**src/rtl/cpu_fetch_sequencer.sv**
```systemverilog
// Fetch/sequence unit: fetches 16-bit instructions over a req/ack port, presents
// IR/State to the decoder and applies its PS/IR_L/NS decisions on execute edges.
module cpu_fetch_sequencer #(
  parameter logic [15:0] RESET_PC = 16'h0000
) (
  input  logic        clk,
  input  logic        rst,
  input  logic [1:0]  PS,
  input  logic        IR_L,
  input  logic        NS,
  input  logic [15:0] BusA,
  input  logic [15:0] imem_rdata,
  input  logic        imem_ack,
  output logic        imem_req,
  output logic [15:0] imem_addr,
  output logic [15:0] IR,
  output logic        State,
  output logic [15:0] PC,
  output logic [15:0] retired
);

  typedef enum logic [1:0] {
    S_FETCH = 2'd0,
    S_WAIT  = 2'd1,
    S_EX0   = 2'd2,
    S_EX1   = 2'd3
  } state_t;

  state_t      r_state;
  state_t      w_state_next;
  logic        r_req;
  logic [15:0] r_pc;
  logic [15:0] r_ir;
  logic [15:0] r_retired;

  logic        w_accept;
  logic        w_exec;
  logic        w_done;
  logic        w_req_next;
  logic        w_state_out;
  logic [15:0] w_offset;
  logic [15:0] w_pc_next;

  // State register
  always_ff @(posedge clk) begin
    if (rst) begin
      r_state <= S_FETCH;
    end else begin
      r_state <= w_state_next;
    end
  end

  // Next-state logic; FETCH waits for the request flag so the reset cycle never fetches
  always_comb begin
    w_state_next = r_state;
    case (r_state)
      S_FETCH: begin
        if (r_req) begin
          w_state_next = imem_ack ? S_EX0 : S_WAIT;
        end
      end
      S_WAIT: begin
        if (imem_ack) begin
          w_state_next = S_EX0;
        end
      end
      S_EX0: begin
        if (NS) begin
          w_state_next = S_EX1;
        end else if (IR_L) begin
          w_state_next = S_FETCH;
        end else begin
          w_state_next = S_EX0;
        end
      end
      S_EX1: begin
        w_state_next = IR_L ? S_FETCH : S_EX0;
      end
      default: w_state_next = S_FETCH;
    endcase
  end

  // Output / control decode
  always_comb begin
    w_accept    = 1'b0;
    w_exec      = 1'b0;
    w_done      = 1'b0;
    w_state_out = 1'b0;
    w_req_next  = (w_state_next == S_FETCH) || (w_state_next == S_WAIT);
    case (r_state)
      S_FETCH: w_accept = r_req && imem_ack;
      S_WAIT:  w_accept = imem_ack;
      S_EX0: begin
        w_exec = 1'b1;
        w_done = !NS;
      end
      S_EX1: begin
        w_exec      = 1'b1;
        w_done      = 1'b1;
        w_state_out = 1'b1;
      end
      default: ;
    endcase
  end

  assign w_offset = {{8{r_ir[7]}}, r_ir[7:0]};

  always_comb begin
    w_pc_next = r_pc;
    case (PS)
      2'b00: w_pc_next = r_pc;
      2'b01: w_pc_next = r_pc + 16'd1;
      2'b10: w_pc_next = r_pc + w_offset;
      2'b11: w_pc_next = BusA;
      default: w_pc_next = r_pc;
    endcase
  end

  always_ff @(posedge clk) begin
    if (rst) begin
      r_req     <= 1'b0;
      r_pc      <= RESET_PC;
      r_ir      <= 16'h0000;
      r_retired <= 16'h0000;
    end else begin
      r_req <= w_req_next;
      if (w_accept) begin
        r_ir <= imem_rdata;
      end
      if (w_exec) begin
        r_pc <= w_pc_next;
      end
      if (w_done) begin
        r_retired <= r_retired + 16'd1;
      end
    end
  end

  // PC is frozen while fetching, so it doubles as the registered fetch address
  assign imem_req  = r_req;
  assign imem_addr = r_pc;
  assign IR        = r_ir;
  assign State     = w_state_out;
  assign PC        = r_pc;
  assign retired   = r_retired;

endmodule

```
**config.mk**
```make
export PLATFORM = sky130hd
export DESIGN_NAME = cpu_fetch_sequencer
export DESIGN_NICKNAME = d
export VERILOG_FILES = /design/src/rtl/cpu_fetch_sequencer.sv
export SDC_FILE = /design/constraint.sdc
export NUM_CORES = 1
export LEC_CHECK = 0
export CAP_MARGIN = 0
export CORE_MARGIN = 3
export CORE_UTILIZATION = 49
export CTS_CLUSTER_DIAMETER = 200
export DETAILED_ROUTE_END_ITERATION = 7
export GPL_TIMING_DRIVEN = 1
export HOLD_SLACK_MARGIN = 0.1
export PLACE_DENSITY_LB_ADDON = 0.08
export SYNTH_ARGS = -nofsm -noshare
export SYNTH_HDL_FRONTEND = slang
export SYNTH_SLANG_ARGS = --single-unit
```
**constraint.sdc**
```tcl
create_clock -name clk -period 5.19 [get_ports clk]
set_input_delay 1.038 -clock clk [delete_from_list [all_inputs] [get_ports clk]]
set_output_delay 1.038 -clock clk [all_outputs]
set_load 0.1 [all_outputs]
```
# After elaboration in Yosys (flattened, before gate mapping)
# Cells that the tools add are included.
# Widths: inputs -> output; s select.
# classes
add_sub_neg	3
n_eq_ne	7
muxes	11
bitwise_logic	1
n_reduce_logical	8
# op_table
operator	count
$pmux 16 s3	1
$add 16x1->16 const B	2
$add 16x16->16	1
$mux 2	5
$eq 2x2->1 const B	4
$pmux 2 s4	1
$eq 2x1->1 const B	3
$logic_not 2->1	3
$pmux 1 s2	2
$mux 1	2
$reduce_and 2->1	1
$reduce_or 2->1	1
$logic_and 1x1->1	1
$logic_not 1->1	1
$logic_or 1x1->1	1
$not 1->1	1
# word_totals
reg_bits	51
input_bits	39
out_inout_bits	66
word_cells	35

# Depth between registers and ports, before layout
# Gate-level depths: netlist (run 1).
# logic_depth
depth_word	5
depth_mapped	10
mapped_depth_nobuf	10

# Least setup slack after synthesis (run 1)
# No wires, ideal clock.
# synth_timing
path_type	input to register
from	input PS[1]
to	register r_pc[8] (netlist: PC[8])
setup_time_ns	0.074
t_arrival_ns	3.312
t_required_ns	5.116
setup_slack_ns	1.804
cell_stages	10
path_buffers	0
path_cell_list	nor2b_1 > nand2b_1 > ha_1 > fa_1 > a21oi_1 > o21ai_0 > o32ai_4 > mux2i_1 > or4_1 > a31oi_1
# synth_between
elab_chain_len	3
word_cells_on_any_way	7
cone_classes	eq/ne (3); mux (1); bitwise (1); reduce/logical (2)
# synth_lines
item	line	rtl
start: declaration	8	input logic [1:0] PS,
branches (longest 3 deep; another with $pmux 16 s3)	--	
end signal: assignment	131	r_pc <= w_pc_next;
end: declaration	32	logic [15:0] r_pc;
# Several ways; the timed one is not identified.
# A chain may end at the register's enable or synchronous reset.

# Worst setup path after layout (run 1)
# Same ends and word-level chain as after synthesis.

==> impl_summary.md, run 1 <==
Floorplan
The count of pins on the block boundary is ~110. The initial cell density of the core is about 53%. The die span in x is 84.2 um. The die covers 7090 um2.

The area inside the core boundary is 5710 um2. The vertical extent of the die is 84.2 um. In this run the core area contains 27 standard-cell rows.

Cells and area
The core utilization of the finished layout is 70.7%. The final cell count without fillers is 536. The area added between synthesis and finish is 34.7%. The layout has 508 filler cells. The number of antenna diodes in the final layout is 0. The final layout contains 511 nets. In the final layout, the share of cells above drive strength 1 is 3.88%.

GRT
Across every metal layer, demand over resource in global routing totals approximately 22%. For met3 alone, demand over resource in global routing was 5.50%. For met2 alone, demand over resource in global routing was between 30% and 40%. The via count of the first global-routing pass came to 2888. The number of antenna violations at the first check in global routing came to 0. For met1 alone, demand over resource in global routing was 28.9%. met2 is the most crowded layer.

The first global-routing pass estimated roughly 13000 um of wire. The remaining global-route overflow is 0. Entering global routing, the biggest net connects 52 pins.

STA
The hold violation count in the final report is 0. The worst pin sits at a relative slew slack of 33.2%. The smallest clock period supported by the final layout is computed as approximately 4 ns. The final max-slew violation count is 0. The maximum clock skew at final layout is 0.00559 ns. For the final routed database, the setup TNS stands at 0 ns. Setup repair after global routing left no endpoint under its margin. The upper clock frequency limit is 247 MHz. For the pin with the worst max-slew slack, the measured transition is approximately 1.0 ns. Once routing completed, OpenROAD measured the worst setup slack at ~1.1 ns.

Hold timing on the final database bottoms out at a slack of 0.458 ns. The setup violation total in the final timing report is 0. The final period utilization is 78.1%.

Setup path
The worst-path cell with the longest stage delay is sky130_fd_sc_hd__clkdlybuf4s50_1. The startpoint of the worst register-to-register path is IR[0]. The worst setup path is captured at a flip-flop. The signal on the critical path passes through clkdlybuf4s50_1 > nor2b_1 > nand2b_1 > ha_1 > fa_1 > a21oi_1 > o21ai_0 > o32ai_4 > mux2i_1 > or4_1 > a31oi_1. The largest single stage delay on the critical path is between 0.6 and 0.7 ns. The required time of the critical path is 5.42 ns. The cell family contributing the most delay on the critical path is compound AO/OA/AOI/OAI gates. Counting both buffers and inverters, the worst setup path holds a total of 1.

The worst setup path is of the input port to flip-flop kind. In this run the worst setup path begins at PS[1]. The length in cells of the worst reg-to-reg path is 9. Across all register-to-register paths, the minimum setup slack is around 2.5 ns. At the worst endpoint, the arrival time is 4.29 ns.

In this run the critical register-to-register path is captured at PC[8]. The highest net fanout along the worst path is 7. The kind of start point of the critical path is an input port.

Placed design
Buffers placed on the I/O ports in this run total 104. The number of placed instances, taps included, is 528. The congestion estimate from routability-driven global placement came to approximately 0.9. The minimum setup slack after placement is 0.810 ns. The total half-perimeter wirelength after legalization and detailed placement is around 5600 um.

Power and ir drop
The ratio of total power to cell area is 258 nW/um2. Summed over all nets, the switching power comes to roughly 440 uW. The internal portion of the total power is 608 uW. In this run the static leakage power is about 1.5 nW. Of the total power, combinational logic draws 35.1%. Of the total power, the clock network draws 23.3%. The power share of the sequential group is 41.6%. VDD sags by at most 0.195 mV. The switching power share of the total is 41.7%.

Yosys
The fraction of the yosys area taken by sequential cells is 34.1%. The synthesized net count is 432. The number of distinct library cells after synthesis is 54. The instance count of the mapped netlist is roughly 380. The synthesized design contains 0 enable-type register cells.

In this run the mean area of a mapped cell was 7.81 um2. The synthesis-stage register bit count is 51. The mapped cell area is 3000 um2. The share of flip-flops with an asynchronous set or reset after synthesis is 0%. For this run, the leading register cell type out of synthesis is sky130_fd_sc_hd__dfxtp_1. The count of yosys warnings during synthesis is 0.

Clock tree
The clock passes through at most 2 buffers. The buffer count from post-CTS setup fixing is 0. CTS saw between 50 and 60 sinks. The number of H-tree branching levels is 2.

Buffers inserted to repair hold after CTS numbered 0. The clock-pin slew on the worst setup and hold paths is approximately 0.1 ns. In this run the clock root is driven by a sky130_fd_sc_hd__clkbuf_8. The number of buffers created by CTS is 5. The clock reaches the later pin of the worst-skew pair after ~0.31 ns. The TritonCTS clock tree is built. In this run, post-CTS repair resized a total of 0 instances.

Detailed routing
The first-pass iteration count of the detailed router is 4. The via count is 2981. The number of DRC violations after detailed routing is 0. The violation count after the first detailed-routing iteration is about 130. The count of nets left with antenna violations once routing finished came out at 0. Summed over all layers, the routed wires come to 7770 um. Using the TritonRoute via totals, the vias-per-cell ratio works out to 5.56.

In the final routed layout, each cell accounts on average for 14.5 um.

Hold path
The number of cells traversed by the worst hold path is 2. For hold timing, the worst endpoint is IR[15]. The worst hold path begins at IR[15]. The worst min-delay path category is flip-flop to flip-flop.

Status
The flow ran to the end, and the final reports show no timing, DRC or antenna violations.

Flow run
The tool flagged a number of max-cap violations equal to 0.
layout make-up:
cell class                 count  area (um2)  share of cell area (%)
clock inverter                 2        16.3                   0.403
timing repair buffer         106        1050                    26.0
inverter                       6        22.5                   0.558
clock buffer                   6        72.6                    1.80
tap                           72        90.1                    2.23
sequential                    51        1020                    25.3
multi-input combinational    293        1760                    43.7
logic make-up (layout without fill, tap and decap cells):
logic type | count (synthesis) | count (layout) | share of synthesized area, %
AO/OA/AOI/OAI | 86 | 86 | 18.5
XOR/XNOR | 18 | 18 | 5.26
adder cells (fa/ha/maj) | 9 | 9 | 4.01
buffers and inverters | 40 | 120 | 7.26
flip-flops | 51 | 51 | 34.1
multiplexers | 4 | 4 | 1.34
AND/OR/NAND/NOR | 176 | 176 | 29.6
worst min-delay path, stage by stage, from the launching register on:
cell	delay [ns]
sky130_fd_sc_hd__dfxtp_1	0.32
sky130_fd_sc_hd__nand2_1	0.05
sky130_fd_sc_hd__a21oi_1	0.05
power groups by stage:
stage / Sequential (mW) / Combinational, mW / Clock [mW]
5_1_grt: 0.439 / 0.385 / 0.264
6_report: 0.435 / 0.366 / 0.243
3_5_place_dp: 0.443 / 0.366 / 0
3_3_place_gp: 0.442 / 0.364 / 0
2_1_floorplan: 0.566 / 0.153 / 0
4_1_cts: 0.434 / 0.367 / 0.247
state kept, by name, summed over array words and instances, names as in the netlist:
name and flops:
IR 16, PC 16, retired 16, r_state 2
imem_req 1
cells in the mapped netlist (all sizes together) (6+ instances only):
library cell | count | share of area, %
a21oi | 37 | 6.2
and2 | 12 | 2.5
and3 | 6 | 1.3
nor2 | 32 | 4.0
buf | 18 | 4.5
or4 | 6 | 1.8
clkbuf | 16 | 2.0
ha | 8 | 3.3
nand2 | 68 | 8.5
xor2 | 11 | 3.2
nand3 | 13 | 2.2
inv | 6 | 0.75
dfxtp | 51 | 34
xnor2 | 7 | 2.0
a31oi | 9 | 1.9
nand4 | 6 | 1.3
o21ai | 12 | 2.0
metrics by stage:
stage	total power, mW	instance area [um2]
2_1_floorplan	0.719	3000
5_1_grt	1.09	4040
3_3_place_gp	0.806	3950
4_1_cts	1.05	4040
3_5_place_dp	0.809	3950
6_report	1.04	4040
metal layers:
layer,vias to the layer above,wire (um)
met4,0,88
met2,100,3650
met1,1380,3590
met3,11,441
met5,-,0
li1,1490,-
placed cells by master (no fill, tap or decap), types with 5 or more instances in the layout:
cell type	netlist	final
sky130_fd_sc_hd__nor2b_1	5	5
sky130_fd_sc_hd__inv_1	6	6
sky130_fd_sc_hd__nand4_1	6	6
sky130_fd_sc_hd__o21ai_0	12	12
sky130_fd_sc_hd__or3_1	5	5
sky130_fd_sc_hd__clkdlybuf4s50_1	0	103
sky130_fd_sc_hd__clkbuf_8	0	5
sky130_fd_sc_hd__a21oi_1	37	37
sky130_fd_sc_hd__nand3_1	13	13
sky130_fd_sc_hd__nor2_1	32	32
sky130_fd_sc_hd__a31oi_1	9	9
sky130_fd_sc_hd__ha_1	8	8
sky130_fd_sc_hd__nand2_1	68	68
sky130_fd_sc_hd__dfxtp_1	51	51
sky130_fd_sc_hd__xnor2_1	7	7
sky130_fd_sc_hd__and3_1	6	6
sky130_fd_sc_hd__and2_1	12	12
sky130_fd_sc_hd__xor2_1	11	11
how the worst max path moves through the flow:
stage                     cells after the start  slack, ns     to
final                                        11       1.14  PC[8]
after floorplan                              10       1.80  PC[8]
after CTS                                    11       1.13  PC[8]
after global placement                       11       0.93  PC[8]
after global routing                         11       0.80  PC[8]
after detailed placement                     11       0.81  PC[8]
No activity file was read; power rests on OpenSTA's default activity.
==> inputs of run 2 (changes only) <==
--- a/config.mk
+++ b/config.mk
@@ -7,7 +7,7 @@
 export LEC_CHECK = 0
 export CAP_MARGIN = 0
 export CORE_MARGIN = 3
-export CORE_UTILIZATION = 49
+export CORE_UTILIZATION = 41
 export CTS_CLUSTER_DIAMETER = 200
 export DETAILED_ROUTE_END_ITERATION = 7
 export GPL_TIMING_DRIVEN = 1
==> constraint.sdc (replaced) <==
create_clock -name clk -period 3.56 [get_ports clk]
set_input_delay 0.712 -clock clk [delete_from_list [all_inputs] [get_ports clk]]
set_output_delay 0.712 -clock clk [all_outputs]
set_load 0.1 [all_outputs]
==> impl_summary.md, run 2 (synthesized netlist as in run 1, its figures left out) <==
Cells and area
Commonest cells after routing, fill and taps aside: sky130_fd_sc_hd__clkdlybuf4s50_1, sky130_fd_sc_hd__nand2_1, sky130_fd_sc_hd__dfxtp_1, sky130_fd_sc_hd__buf_4, sky130_fd_sc_hd__a21oi_1 (was sky130_fd_sc_hd__clkdlybuf4s50_1, sky130_fd_sc_hd__nand2_1, sky130_fd_sc_hd__dfxtp_1, sky130_fd_sc_hd__a21oi_1, sky130_fd_sc_hd__nor2_1). The share of cells above drive strength 1 is 11.5% (was 3.88%). The leading cell type in the layout, fill and taps excluded is sky130_fd_sc_hd__clkdlybuf4s50_1 (unchanged). The layout filler cell count came to 656 (was 508). The count of antenna diodes in the layout came to 0 (unchanged). The post-layout net count is 527 (was 511).

The core utilization of the finished layout is 59.6% (was 70.7%). The area added between synthesis and finish was 38.1% (was 34.7%).

Setup path
The worst-path cell with the longest stage delay is sky130_fd_sc_hd__clkdlybuf4s50_1 (unchanged). The kind of start point of the critical path is an input port (unchanged). The highest net fanout along the worst path is 6 (was 7). The type of destination of the critical path is a flip-flop (unchanged). The peak per-stage delay on the critical path is 0.44 ns (was 0.61 ns). The startpoint of the worst register-to-register path is IR[0] (unchanged).

The required time of the critical path is 3.80 ns (was 5.42 ns). The arrival time at the worst endpoint is 3.56 ns (was 4.29 ns). The launch point of the worst path is PS[1] (unchanged).

List of cells traversed by the critical path: clkdlybuf4s50_1 > nor2b_2 > buf_4 > and2_1 > fa_1 > a21oi_1 > o21ai_1 > o32ai_4 > mux2i_1 > or4_1 > a31oi_1 (was clkdlybuf4s50_1 > nor2b_1 > nand2b_1 > ha_1 > fa_1 > a21oi_1 > o21ai_0 > o32ai_4 > mux2i_1 > or4_1 > a31oi_1). The startpoint-to-endpoint class of the critical path is input port to flip-flop (unchanged). The buffers plus inverters on the worst setup path came to 2 (was 1). The setup slack on the worst flop-to-flop path came to 0.93 ns (was 2.45 ns). The cell family contributing the most delay on the critical path is compound AO/OA/AOI/OAI gates (unchanged).

STA
The worst setup slack after layout is 0.241 ns (was 1.14 ns). The final max-slew violation count came to 0 (unchanged). The maximum clock skew at final layout is 0.00726 ns (was 0.00559 ns).

The slew at the pin closest to its max-slew limit is 0.989 ns (was 0.996 ns). The setup TNS came to 0 ns (unchanged). The hold violation count in the final report is 0 (unchanged).

The relative slew slack is 33.8% (was 33.2%). The final period utilization is just over 90%. The upper clock frequency limit is 301 MHz. The minimum clock period after layout is 3.32 ns.

Setup repair after global routing missed its margin: no (unchanged). The hold slack is 0.458 ns (about the same). The setup violation total in the final timing report is 0 (unchanged).

Flow run
The max-capacitance violation count is 0 (unchanged).

Floorplan
The die span in x came to 91.5 um (was 84.2 um). The area of the die is 8370 um2 (was 7090 um2). The initial cell density of the core is 43.2% (was 52.5%). The vertical extent of the die is 91.5 um (was 84.2 um). The total number of placement rows is 30 (was 27). The area inside the core boundary came to 6940 um2 (was 5710 um2). The count of pins on the block boundary was 105 (unchanged).

Clock tree
The root cell of the clock tree is sky130_fd_sc_hd__clkbuf_8 (unchanged). The TritonCTS clock tree is built (unchanged). The maximum count of clock buffers along a single path is 2 (unchanged). The number of buffers created by CTS is 5 (unchanged). The number of sinks driven by the clock tree is 51 (unchanged). The count of instances resized after the clock tree is built is 0 (unchanged). The source-to-sink clock delay at the later pin of the worst-skew pair was 0.31 ns (about the same). The number of H-tree branching levels is 2 (unchanged). The clock-pin slew on the worst setup and hold paths is 0.10 ns (about the same). The count of hold-fix buffers inserted at cts came to 0 (unchanged). The buffer count from post-CTS setup fixing is 0 (unchanged).

GRT
The via count of the first global-routing pass came to 2861 (was 2888). The remaining global-route overflow is 0 (unchanged). The wire length of the first global-routing pass is 13600 um (was 13300 um). The maximum number of pins on one net before global-route repair is 34 (was 52). The number of antenna violations at the first check in global routing is 0 (unchanged). The global routing usage summed across all routing layers is 19.5% (was 22.3%).

Placed design
The minimum setup slack after placement is -0.128 ns (was 0.810 ns). The quantity of I/O buffers inserted on ports is 104 (unchanged). The total half-perimeter wirelength after legalization and detailed placement is 6200 um (was 5600 um). The global placement routability congestion is 0.908 (was 0.906).

Detailed routing
The first-pass iteration count of the detailed router was 4 (unchanged). The total wire length was 8280 um (was 7770 um). The number of nets with antenna violations after detailed routing came to 0 (unchanged). The violation count after the first detailed-routing iteration came to 115 (was 127). The ratio of routed vias to standard cells is 5.20 (was 5.56). The via count is 2995 (was 2981). The number of DRC violations after detailed routing came to 0 (unchanged). The detailed-route wire length per cell is 14.4 um (was 14.5 um).

Status
Status: finished clean (unchanged).

Hold path
The launch point of the worst hold path is IR[9] (was IR[15]). The worst min-delay path category is flip-flop to flip-flop (unchanged).

Power and ir drop
The worst IR drop on VDD is 0.206 mV (was 0.195 mV). The static leakage power is 1.63 nW (was 1.51 nW). The ratio of total power to cell area is 369 nW/um2 (was 258 nW/um2).
==> run 2: cell count changes in the layout (fill, tap and decap cells not counted), sizes merged <==
cell / previous run / this run
buf: 3 / 39
clkdlybuf4s50: 103 / 83
==> run 2: layout make-up <==
cell class	count	area, um2	area share (%)
inverters	6	22.5	0.544
clock buffers	6	72.6	1.75
well taps	96	120	2.90
repair buffers	122	1120	27.1
flip-flops and latches	51	1020	24.7
clock inverters	2	16.3	0.393
multi-input cells	293	1770	42.7
==> run 2: final timing paths <==
path	end	cells after the start
hold reg to reg	IR[9]	2
hold / removal	IR[9]	2
setup reg to reg	PC[8]	9
setup / recovery	PC[8]	11
==> run 2: layer usage <==
metal | part of all wire, % | track usage, % | vias up
met3 | 6.8 | 5.47 | 6
met4 | 0.78 | 3.89 | 0
li1 | - | - | 1527
met5 | 0 | 0 | -
met1 | 44 | 24.9 | 1381
met2 | 48 | 32.7 | 81
==> run 2: power by group <==
group | internal [mW] | total [mW] | switching, mW
combinational | 0.150 | 0.541 | 0.391
clock | 0.142 | 0.353 | 0.211
sequential | 0.599 | 0.635 | 0.0357
==> run 2: through the flow <==
stage                     total power, mW  area [um2]  instances
final                                1.53        4140        576
after global routing                 1.58        4140        576
after CTS                            1.54        4140        576
after detailed placement             1.19        4050        568
after global placement               1.19        4050        568
after floorplan                      1.05        3000        384
==> run 2: worst reg2reg max path: stages (launching register included) <==
cell and delay, ns:
sky130_fd_sc_hd__dfxtp_1 0.34, sky130_fd_sc_hd__nand2b_1 0.14, sky130_fd_sc_hd__ha_1 0.20, sky130_fd_sc_hd__fa_1 0.41
sky130_fd_sc_hd__a21oi_1 0.21, sky130_fd_sc_hd__o21ai_1 0.16, sky130_fd_sc_hd__o32ai_4 0.38, sky130_fd_sc_hd__mux2i_1 0.14
sky130_fd_sc_hd__or4_1 0.42, sky130_fd_sc_hd__a31oi_1 0.17
